==> src/rtl/gru_fp_sequencer.sv <==
// gru_fp_sequencer: GRU forward-pass controller.
// Loads gate weights from ROM, sequences timesteps, guards every wait.
module gru_fp_sequencer #(
  parameter int INPUTDIMEN = 4,
  parameter int CELLNUM    = 4,
  parameter int DATABIT    = 16,
  parameter int WDEPTH     = 16,
  parameter int TIMEOUT    = 1023,
  localparam int BW = INPUTDIMEN*CELLNUM*DATABIT,
  localparam int XW = INPUTDIMEN*DATABIT,
  localparam int AW = $clog2(WDEPTH)
) (
  input  logic              clk,
  input  logic              rst_n,
  input  logic              start,
  input  logic              reload,
  input  logic              abort,
  input  logic [7:0]        num_steps,
  output logic [AW-1:0]     w_addr,
  input  logic [6*DATABIT-1:0] w_q,
  output logic [BW-1:0]     wxr,
  output logic [BW-1:0]     wxz,
  output logic [BW-1:0]     wxh,
  output logic [BW-1:0]     whr,
  output logic [BW-1:0]     whz,
  output logic [BW-1:0]     whh,
  output logic              xt_req,
  input  logic              xt_valid,
  input  logic [XW-1:0]     xt_in,
  output logic [XW-1:0]     xt_out,
  output logic              hl_start,
  input  logic              hl_done,
  output logic              ave_start,
  output logic [7:0]        ave_t,
  output logic              head_start,
  input  logic              head_done,
  output logic              busy,
  output logic              done,
  output logic              error,
  output logic              weights_valid
);
  localparam int TW = $clog2(TIMEOUT+1);

  typedef enum logic [3:0] {
    S_IDLE, S_LOAD, S_FETCH, S_RUN, S_WAIT_HL,
    S_AVG, S_HEAD, S_WAIT_HEAD, S_DONE
  } state_t;

  state_t          r_state;
  state_t          w_next;
  logic [AW:0]     r_lcnt;
  logic [TW-1:0]   r_wd;
  logic [7:0]      r_idx;
  logic [7:0]      r_steps;
  logic            r_err;
  logic            r_wvalid;
  logic [XW-1:0]   r_xt;
  logic [BW-1:0]   r_wxr, r_wxz, r_wxh;
  logic [BW-1:0]   r_whr, r_whz, r_whh;
  logic            w_tmo;
  logic            w_hit;
  logic            w_last;
  logic            w_cap;
  logic            w_wait;
  logic            w_accept;

  assign w_hit    = (r_wd == TW'(TIMEOUT-1));
  assign w_last   = (r_lcnt == (AW+1)'(WDEPTH));
  assign w_cap    = (r_state == S_LOAD) && !abort
                    && (r_lcnt != '0);
  assign w_wait   = (r_state == S_FETCH)
                    || (r_state == S_WAIT_HL)
                    || (r_state == S_WAIT_HEAD);
  assign w_accept = (r_state == S_IDLE) && start && !abort;

  always_comb begin
    w_next = r_state;
    w_tmo  = 1'b0;
    unique case (r_state)
      S_IDLE:
        if (w_accept && num_steps != '0)
          w_next = (reload || !r_wvalid) ? S_LOAD : S_FETCH;
      S_LOAD:
        if (w_last) w_next = S_FETCH;
      S_FETCH:
        if (xt_valid) w_next = S_RUN;
        else if (w_hit) begin
          w_next = S_IDLE;
          w_tmo  = 1'b1;
        end
      S_RUN:
        w_next = S_WAIT_HL;
      S_WAIT_HL:
        if (hl_done) w_next = S_AVG;
        else if (w_hit) begin
          w_next = S_IDLE;
          w_tmo  = 1'b1;
        end
      S_AVG:
        w_next = (r_idx == r_steps) ? S_HEAD : S_FETCH;
      S_HEAD:
        w_next = S_WAIT_HEAD;
      S_WAIT_HEAD:
        if (head_done) w_next = S_DONE;
        else if (w_hit) begin
          w_next = S_IDLE;
          w_tmo  = 1'b1;
        end
      S_DONE:
        w_next = S_IDLE;
      default:
        w_next = S_IDLE;
    endcase
    if (abort) begin
      w_next = S_IDLE;
      w_tmo  = 1'b0;
    end
  end

  always_ff @(posedge clk or negedge rst_n) begin
    if (!rst_n) begin
      r_state  <= S_IDLE;
      r_lcnt   <= '0;
      r_wd     <= '0;
      r_idx    <= '0;
      r_steps  <= '0;
      r_err    <= 1'b0;
      r_wvalid <= 1'b0;
      r_xt     <= '0;
      r_wxr    <= '0;
      r_wxz    <= '0;
      r_wxh    <= '0;
      r_whr    <= '0;
      r_whz    <= '0;
      r_whh    <= '0;
    end else begin
      r_state <= w_next;
      if (w_next != r_state) r_wd <= '0;
      else if (w_wait)       r_wd <= r_wd + 1'b1;
      if (r_state == S_LOAD && w_next == S_LOAD)
        r_lcnt <= r_lcnt + 1'b1;
      else
        r_lcnt <= '0;
      // Entry k arrives one cycle after its address; 16 shifts put entry 0 on top.
      if (w_cap) begin
        r_whh <= {r_whh[BW-DATABIT-1:0], w_q[0*DATABIT +: DATABIT]};
        r_whz <= {r_whz[BW-DATABIT-1:0], w_q[1*DATABIT +: DATABIT]};
        r_whr <= {r_whr[BW-DATABIT-1:0], w_q[2*DATABIT +: DATABIT]};
        r_wxh <= {r_wxh[BW-DATABIT-1:0], w_q[3*DATABIT +: DATABIT]};
        r_wxz <= {r_wxz[BW-DATABIT-1:0], w_q[4*DATABIT +: DATABIT]};
        r_wxr <= {r_wxr[BW-DATABIT-1:0], w_q[5*DATABIT +: DATABIT]};
      end
      if (r_state == S_IDLE && w_next == S_LOAD)
        r_wvalid <= 1'b0;
      else if (w_cap && w_last)
        r_wvalid <= 1'b1;
      if (w_accept) begin
        r_err   <= (num_steps == '0);
        r_steps <= num_steps;
        r_idx   <= '0;
      end else if (w_tmo) begin
        r_err <= 1'b1;
      end
      if (r_state == S_RUN && !abort)
        r_idx <= r_idx + 1'b1;
      if (r_state == S_FETCH && xt_valid && !abort)
        r_xt <= xt_in;
    end
  end

  assign w_addr = (r_state == S_LOAD && !r_lcnt[AW])
                  ? r_lcnt[AW-1:0] : '0;
  assign wxr           = r_wxr;
  assign wxz           = r_wxz;
  assign wxh           = r_wxh;
  assign whr           = r_whr;
  assign whz           = r_whz;
  assign whh           = r_whh;
  assign xt_req        = (r_state == S_FETCH);
  assign xt_out        = r_xt;
  assign hl_start      = (r_state == S_RUN) && !abort;
  assign ave_start     = (r_state == S_AVG) && !abort;
  assign ave_t         = r_idx;
  assign head_start    = (r_state == S_HEAD) && !abort;
  assign done          = (r_state == S_DONE) && !abort;
  assign busy          = (r_state != S_IDLE);
  assign error         = r_err;
  assign weights_valid = r_wvalid;
endmodule

==> config.mk <==
export PLATFORM = sky130hd
export DESIGN_NAME = gru_fp_sequencer
export DESIGN_NICKNAME = d
export VERILOG_FILES = /design/src/rtl/gru_fp_sequencer.sv
export SDC_FILE = /design/constraint.sdc
export NUM_CORES = 2
export LEC_CHECK = 0
export CAP_MARGIN = 20
export CORE_AREA = 8 8 698 700
export DETAILED_ROUTE_END_ITERATION = 7
export DIE_AREA = 0 0 706 708
export RECOVER_POWER = 50
export SYNTH_ARGS = -nofsm -noshare
export SYNTH_HDL_FRONTEND = slang
export SYNTH_SLANG_ARGS = --single-unit
==> constraint.sdc <==
create_clock -name clk -period 3.17 [get_ports clk]
set_input_delay 0.634 -clock clk [delete_from_list [all_inputs] [get_ports clk]]
set_output_delay 0.634 -clock clk [all_outputs]
set_load 0.005 [all_outputs]
After elaboration in Yosys (flattened, before gate mapping)

Cells that the tools add are included.

Add/subtract/negate cells: 3
Equality and inequality tests: 13
Multiplexer cells: 26
Reductions and logical operators: 30

Operators by type and width:

| cell                                          | count |
|---|---|
| 2-to-1 mux 4 bit                              | 8 |
| one-hot mux 4 bit (8 select lines)            | 1 |
| 2-to-1 mux 10 bit                             | 2 |
| == test 4 x 3 -> 1 bit, second input constant | 4 |
| 2-to-1 mux 8 bit                              | 2 |
| logical AND 1 bit                             | 15 |
| adder 10 x 1 -> 10 bit, second input constant | 1 |
| == test 10 bit, second input constant         | 1 |
| 2-to-1 mux 1 bit                              | 9 |
| adder 8 x 1 -> 8 bit, second input constant   | 1 |
| == test 4 x 1 -> 1 bit, second input constant | 2 |
| == test 4 x 2 -> 1 bit, second input constant | 2 |
| == test 8 bit                                 | 1 |
| zero test 8 bit                               | 1 |
| nonzero test 2 bit                            | 4 |
| nonzero test 8 bit                            | 1 |
| adder 5 x 1 -> 5 bit, second input constant   | 1 |
| == test 5 bit, second input constant          | 1 |
| 2-to-1 mux 5 bit                              | 1 |
| nonzero test 5 bit                            | 1 |
| == test 4 bit, second input constant          | 1 |
| zero test 4 bit                               | 1 |
| != test 4 bit                                 | 1 |
| nonzero test 4 bit                            | 1 |
| other kinds (5)                               | 9 |

Flip-flop bits (word level): 1637
Output and inout bits: 1620

Longest topological paths before layout

Depth after elaboration: 10
Gate-level depth with buffers: 8

Worst setup path before layout

No wires, ideal clock.

Kind: input port to flip-flop
From: input abort
To: register r_wd[0]
Setup time: 0.125 ns
Arrival time: 2.040 ns
Path slack: 1.004 ns
Stages: 6
Path through: buf_2 -> or4_4 -> a211oi_2 -> nor3b_2 -> nand4b_4 -> nor3_1

Word-level cells in the longest chain between the ends: 8
Elaborated cells between the ends (all ways): 9
Those cells by class: eq/ne: 1; mux: 4; reduce/logical: 4

Ends and longest elaborated chain:

| item                                                           | line | text |
|---|---|---|
| from (decl)                                                    | 17   | `input logic abort,` |
| zero test 1 bit                                                | 74   | `assign w_accept = (r_state == S_IDLE) && start && !abort;` |
| logical AND 1 bit                                              | 74   |  |
| logical AND 1 bit                                              | 81   | `if (w_accept && num_steps != '0)` |
| 2-to-1 mux 4 bit                                               | 81   |  |
| one-hot mux 4 bit (8 select lines)                             | 79   | `unique case (r_state)` |
| 2-to-1 mux 4 bit *                                             | 114  | `if (abort) begin` |
| != test 4 bit *                                                | 138  | `if (w_next != r_state) r_wd <= '0;` |
| 2-to-1 mux 10 bit / nonzero test 2 bit (equally long branches) | --   |  |
| to (signal assigned)                                           | 139  | `else if (w_wait) r_wd <= r_wd + 1'b1;` |
| to (decl)                                                      | 52   | `logic [TW-1:0] r_wd;` |

Every way passes the cells marked *; elsewhere a longest branch is shown, timed or not.
A chain may end at the register's enable or synchronous reset.

Final worst setup path

From: register r_state[1]
To: output done

Word-level cells in the longest chain between the ends: 2

Ends and longest elaborated chain:

| item                   | line | text |
|---|---|---|
| from (decl)            | 49   | `state_t r_state;` |
| from (signal assigned) | 137  | `r_state <= w_next;` |
| == test 4 bit          | 185  | `assign done = (r_state == S_DONE) && !abort;` |
| logical AND 1 bit      | 185  |  |
| to (decl)              | 38   | `output logic done,` |

No other way between the ends.

==> Implementation_results.wiki <==
{| class="wikitable"
! Metric !! Value
|-
| Cell-by-cell listing of the critical path || buf_6 -> or4_4 -> nor2_4 -> clkdlybuf4s15_2
|-
| Required arrival time at the worst endpoint || 2.54 ns
|-
| WP data arrival || 2.37 ns
|-
| Number of sinks driven by the clock tree || 1637
|-
| Syn nets || between 3000 and 4000
|-
| Count of maximum capacitance violations || 2
|-
| Wire length of the first global-routing pass || 381100 um
|-
| Die H || 708 um
|-
| Unrepaired setup endpoints after global routing || true
|-
| TritonCTS Buffers || 191
|-
| H-Tree Level Count || 4
|-
| First-pass iteration count of the detailed router || 5
|-
| Final WL || between 200000 and 300000 um
|-
| Fin Hold WS || 0.3356 ns
|-
| Biggest fanout along the worst timing path || 18
|-
| Synthesized instance count || 3621
|-
| Register bit total from synthesis || roughly 1600
|-
| Pin count of the biggest net entering global routing || 100
|-
| Most numerous cell in the Yosys netlist || dfrtp_1
|-
| Post-synthesis average cell area || 17.16 um2
|-
| Top cell types by occurrence after synthesis || 1637 x dfrtp_1, 1000 x mux2_1, 608 x mux2_2, 105 x buf_6, 46 x buf_4
|-
| Worst path bufs/invs || 2
|-
| Status || finished, violations left
|-
| Worst slew margin relative to its limit || -27.44%
|-
| Fmax || 0.3327 GHz
|-
| Slowest cell on the critical path || or4_4
|-
| Vias after detailed routing || 39700
|-
| Drt via density || about 3.3
|-
| Pleak || approximately 44 nW
|-
| Yosys top cell by area || dfrtp_1
|-
| Slew at the pin closest to its max-slew limit || 1.912 ns
|-
| # setup viols final || 0
|-
| DRC violation count after routing || 0
|-
| Number of buffers on the longest clock path || 4
|-
| Max rail drop VDD || 448.0 uV
|-
| Share of the yosys chip area belonging to registers || 65.94%
|-
| Number of ports placed on the die boundary || approximately 1800
|-
| Cell area after synthesis || 62120 um2
|-
| Final core area utilization || 19.92%
|-
| Startpoint types || flip-flop
|-
| Weighted congestion at the end of routability-driven global placement || 0.8403
|-
| Die ar. || 499800 um2
|-
| Post-route fraction of the period consumed by the critical path || 94.82%
|-
| Setup CP Type || flip-flop to output port
|-
| Cell Rows || between 200 and 300
|-
| Maximum clock skew at final layout || 0.1098 ns
|-
| Class of the tightest hold or removal check || input port to flip-flop
|-
| Synth top area share || 65.94%
|-
| Die width || 706 um
|-
| Hold Violations, Final || 0
|-
| Violated checks || max-capacitance violations, max-slew violations
|-
| Number of nets in the final layout || between 5000 and 6000
|-
| Overall overflow remaining after global route || 0
|-
| Half-perimeter wire length after detailed placement || ~240000 um
|-
| Power density over the cells || just over 500 nW/um2
|-
| Layout cell share with drive strength beyond 1 || approximately 20%
|-
| Most used flip-flop cell after synthesis || dfrtp_1
|-
| All-layer global routing usage || 10.89%
|-
| Clock latency of the later-clocked register in the worst-skew pair || 0.90 ns
|-
| Initial Utilization || 13.04%
|-
| Iter 0 DRT Violations || 2082
|-
| Time the final worst path needs with I/O delays and setup || 3.006 ns
|-
| Proportion of register bits with asynchronous set or reset after synthesis || 100.0%
|-
| Clock edge transition at the registers on the reported setup and hold paths || 0.06 ns
|-
| Initial antenna violation count || between 100 and 150
|-
| Clock tree from TritonCTS || yes
|-
| Count of input and output buffers || 1795
|-
| Std-Cell Core Area || roughly 480000 um2
|-
| Routed wire length per instance || 23.78 um
|-
| Delay of the slowest cell on the worst path || about 0.53 ns
|-
| Number of global-route vias before repair || ~41000
|-
| CP delay by family, top || simple AND/OR/NAND/NOR gates
|-
| Number of enable-type register cells in the synthesized netlist || 0
|-
| Antenna-violating nets left || 0
|-
| Yosys warns || 0
|-
| Synthesis-to-layout area growth || 52.73%
|-
| Worst setup EP type || output port
|-
| Number of max-slew violations in the final report || 128
|-
| Unique cell type count in the Yosys netlist || 59
|-
| Root buf cell || clkbuf_16
|-
| Cell types with the largest area share after synthesis || dfrtp_1 66%, mux2_1 18%, mux2_2 11%, buf_6 1.9%, buf_4 0.56%
|}
[worst paths after layout]
check                      startpoint          to  slack (ns)  depth (start not counted)
setup / recovery           r_state[1]        done        0.16                          4
hold / removal                w_q[66]      wxz[2]        0.34                          2
setup reg to reg           r_state[2]  xt_out[17]        0.27                          5
hold reg to reg               wxz[22]     wxz[38]        0.45                          1
max in group asynchronous       rst_n    wxr[168]        0.33                          4
min in group asynchronous       rst_n    wxh[117]        1.02                          2
[area by class of cell]
type / count / area (um2)
Clock buffer: 280 / 5614
Antenna cell: 23 / 57.56
Tap cell: 6272 / 7848
Multi-Input combinational cell: 1789 / 19410
Sequential cell: 1637 / 40980
Inverter: 7 / 28.78
Timing Repair Buffer: 1991 / 19870
Clock inverter: 63 / 1074
Fill cell: 51150 / 381500
[worst register-to-register path: stages, from the launching register on]
cell and delay, ns:
dfrtp_1 0.53, nor2_2 0.08, clkbuf_1 0.18, nand4b_1 0.13
clkbuf_2 1.24, mux2_2 0.54
[power by group]
part | internal [mW] | switching (mW) | leakage [nW] | total (mW)
sequential | 21.5 | 0.552 | 22.8 | 22.1
clock | 14.0 | 9.45 | 3.27 | 23.4
combinational | 1.73 | 1.52 | 18.1 | 3.25
[layer usage]
layer	part of all wire [%]	wire [um]	GRT usage [%]
met5	0.10	293	0
met4	2.6	7501	2.628
met3	7.0	20190	3.158
met2	48	136900	18.26
met1	43	122000	13.73
[sequential cells by signal, summed over array words and instances (netlist names), 4 cells and up]
register,flops
r_steps,8
whh,256
ave_t,8
whz,256
wxr,256
r_wd,10
wxz,256
r_state,4
whr,256
wxh,256
xt_out,64
r_lcnt,5
[repair_timing]
action                                  in CTS  in global routing
gates resized for setup                     42                  6
endpoints found under the setup margin      23                  3
setup buffers                                7                  0
hold buffers                                 1                  0
pin swaps                                    2                  0
hold endpoints to repair                    37                  0
[through the flow]
stage          instance area [um2]  worst slack, ns  setup TNS [ns]  power (mW)  cells
2_1_floorplan                62120            1.004               0       23.13   3621
3_3_place_gp                 88390          0.05297               0       25.81  11690
3_5_place_dp                 88390           0.1094               0       25.83  11690
4_1_cts                      95210        -0.006635       -0.007984       49.83  12040
5_1_grt                      94830        -0.003598       -0.003598       50.70  12040
6_report                     94880           0.1643               0       48.75  12060
[cells by family (layout without fill, tap and decap cells)]
group / after synthesis / in the layout / synth area share [%]
flip-flops: 1637 / 1637 / 65.94
XOR/XNOR: 22 / 22 / 0.3102
other: 0 / 23 / 0
adder cells (fa/ha/maj): 5 / 5 / 0.1007
buffers and inverters: 195 / 2341 / 2.922
AO/OA/AOI/OAI: 42 / 42 / 0.4733
multiplexers: 1608 / 1608 / 29.15
AND/OR/NAND/NOR: 112 / 112 / 1.104
[cells in the final DEF, fill, tap and decap left out, drive strengths merged, types with 3 or more instances in the layout]
master         instances
inv                   17
nand3b                 3
dlygate4sd2            9
a21boi                 3
xor2                  10
clkinv                30
dfrtp               1637
nand4                  5
o21ai                 17
nor3                  15
nor3b                  3
nand2b                 4
diode                 23
nor2b                  3
and2                   3
nand2                 15
nor4b                  7
nor2                  19
bufinv                20
buf                  152
clkbuf               333
mux2                1608
ha                     5
nor4                   9
xnor2                 12
clkinvlp               3
nand3                 11
a31oi                  3
a211oi                 3
clkdlybuf4s50       1775
Note: power is estimated with default switching activity, not from simulation.
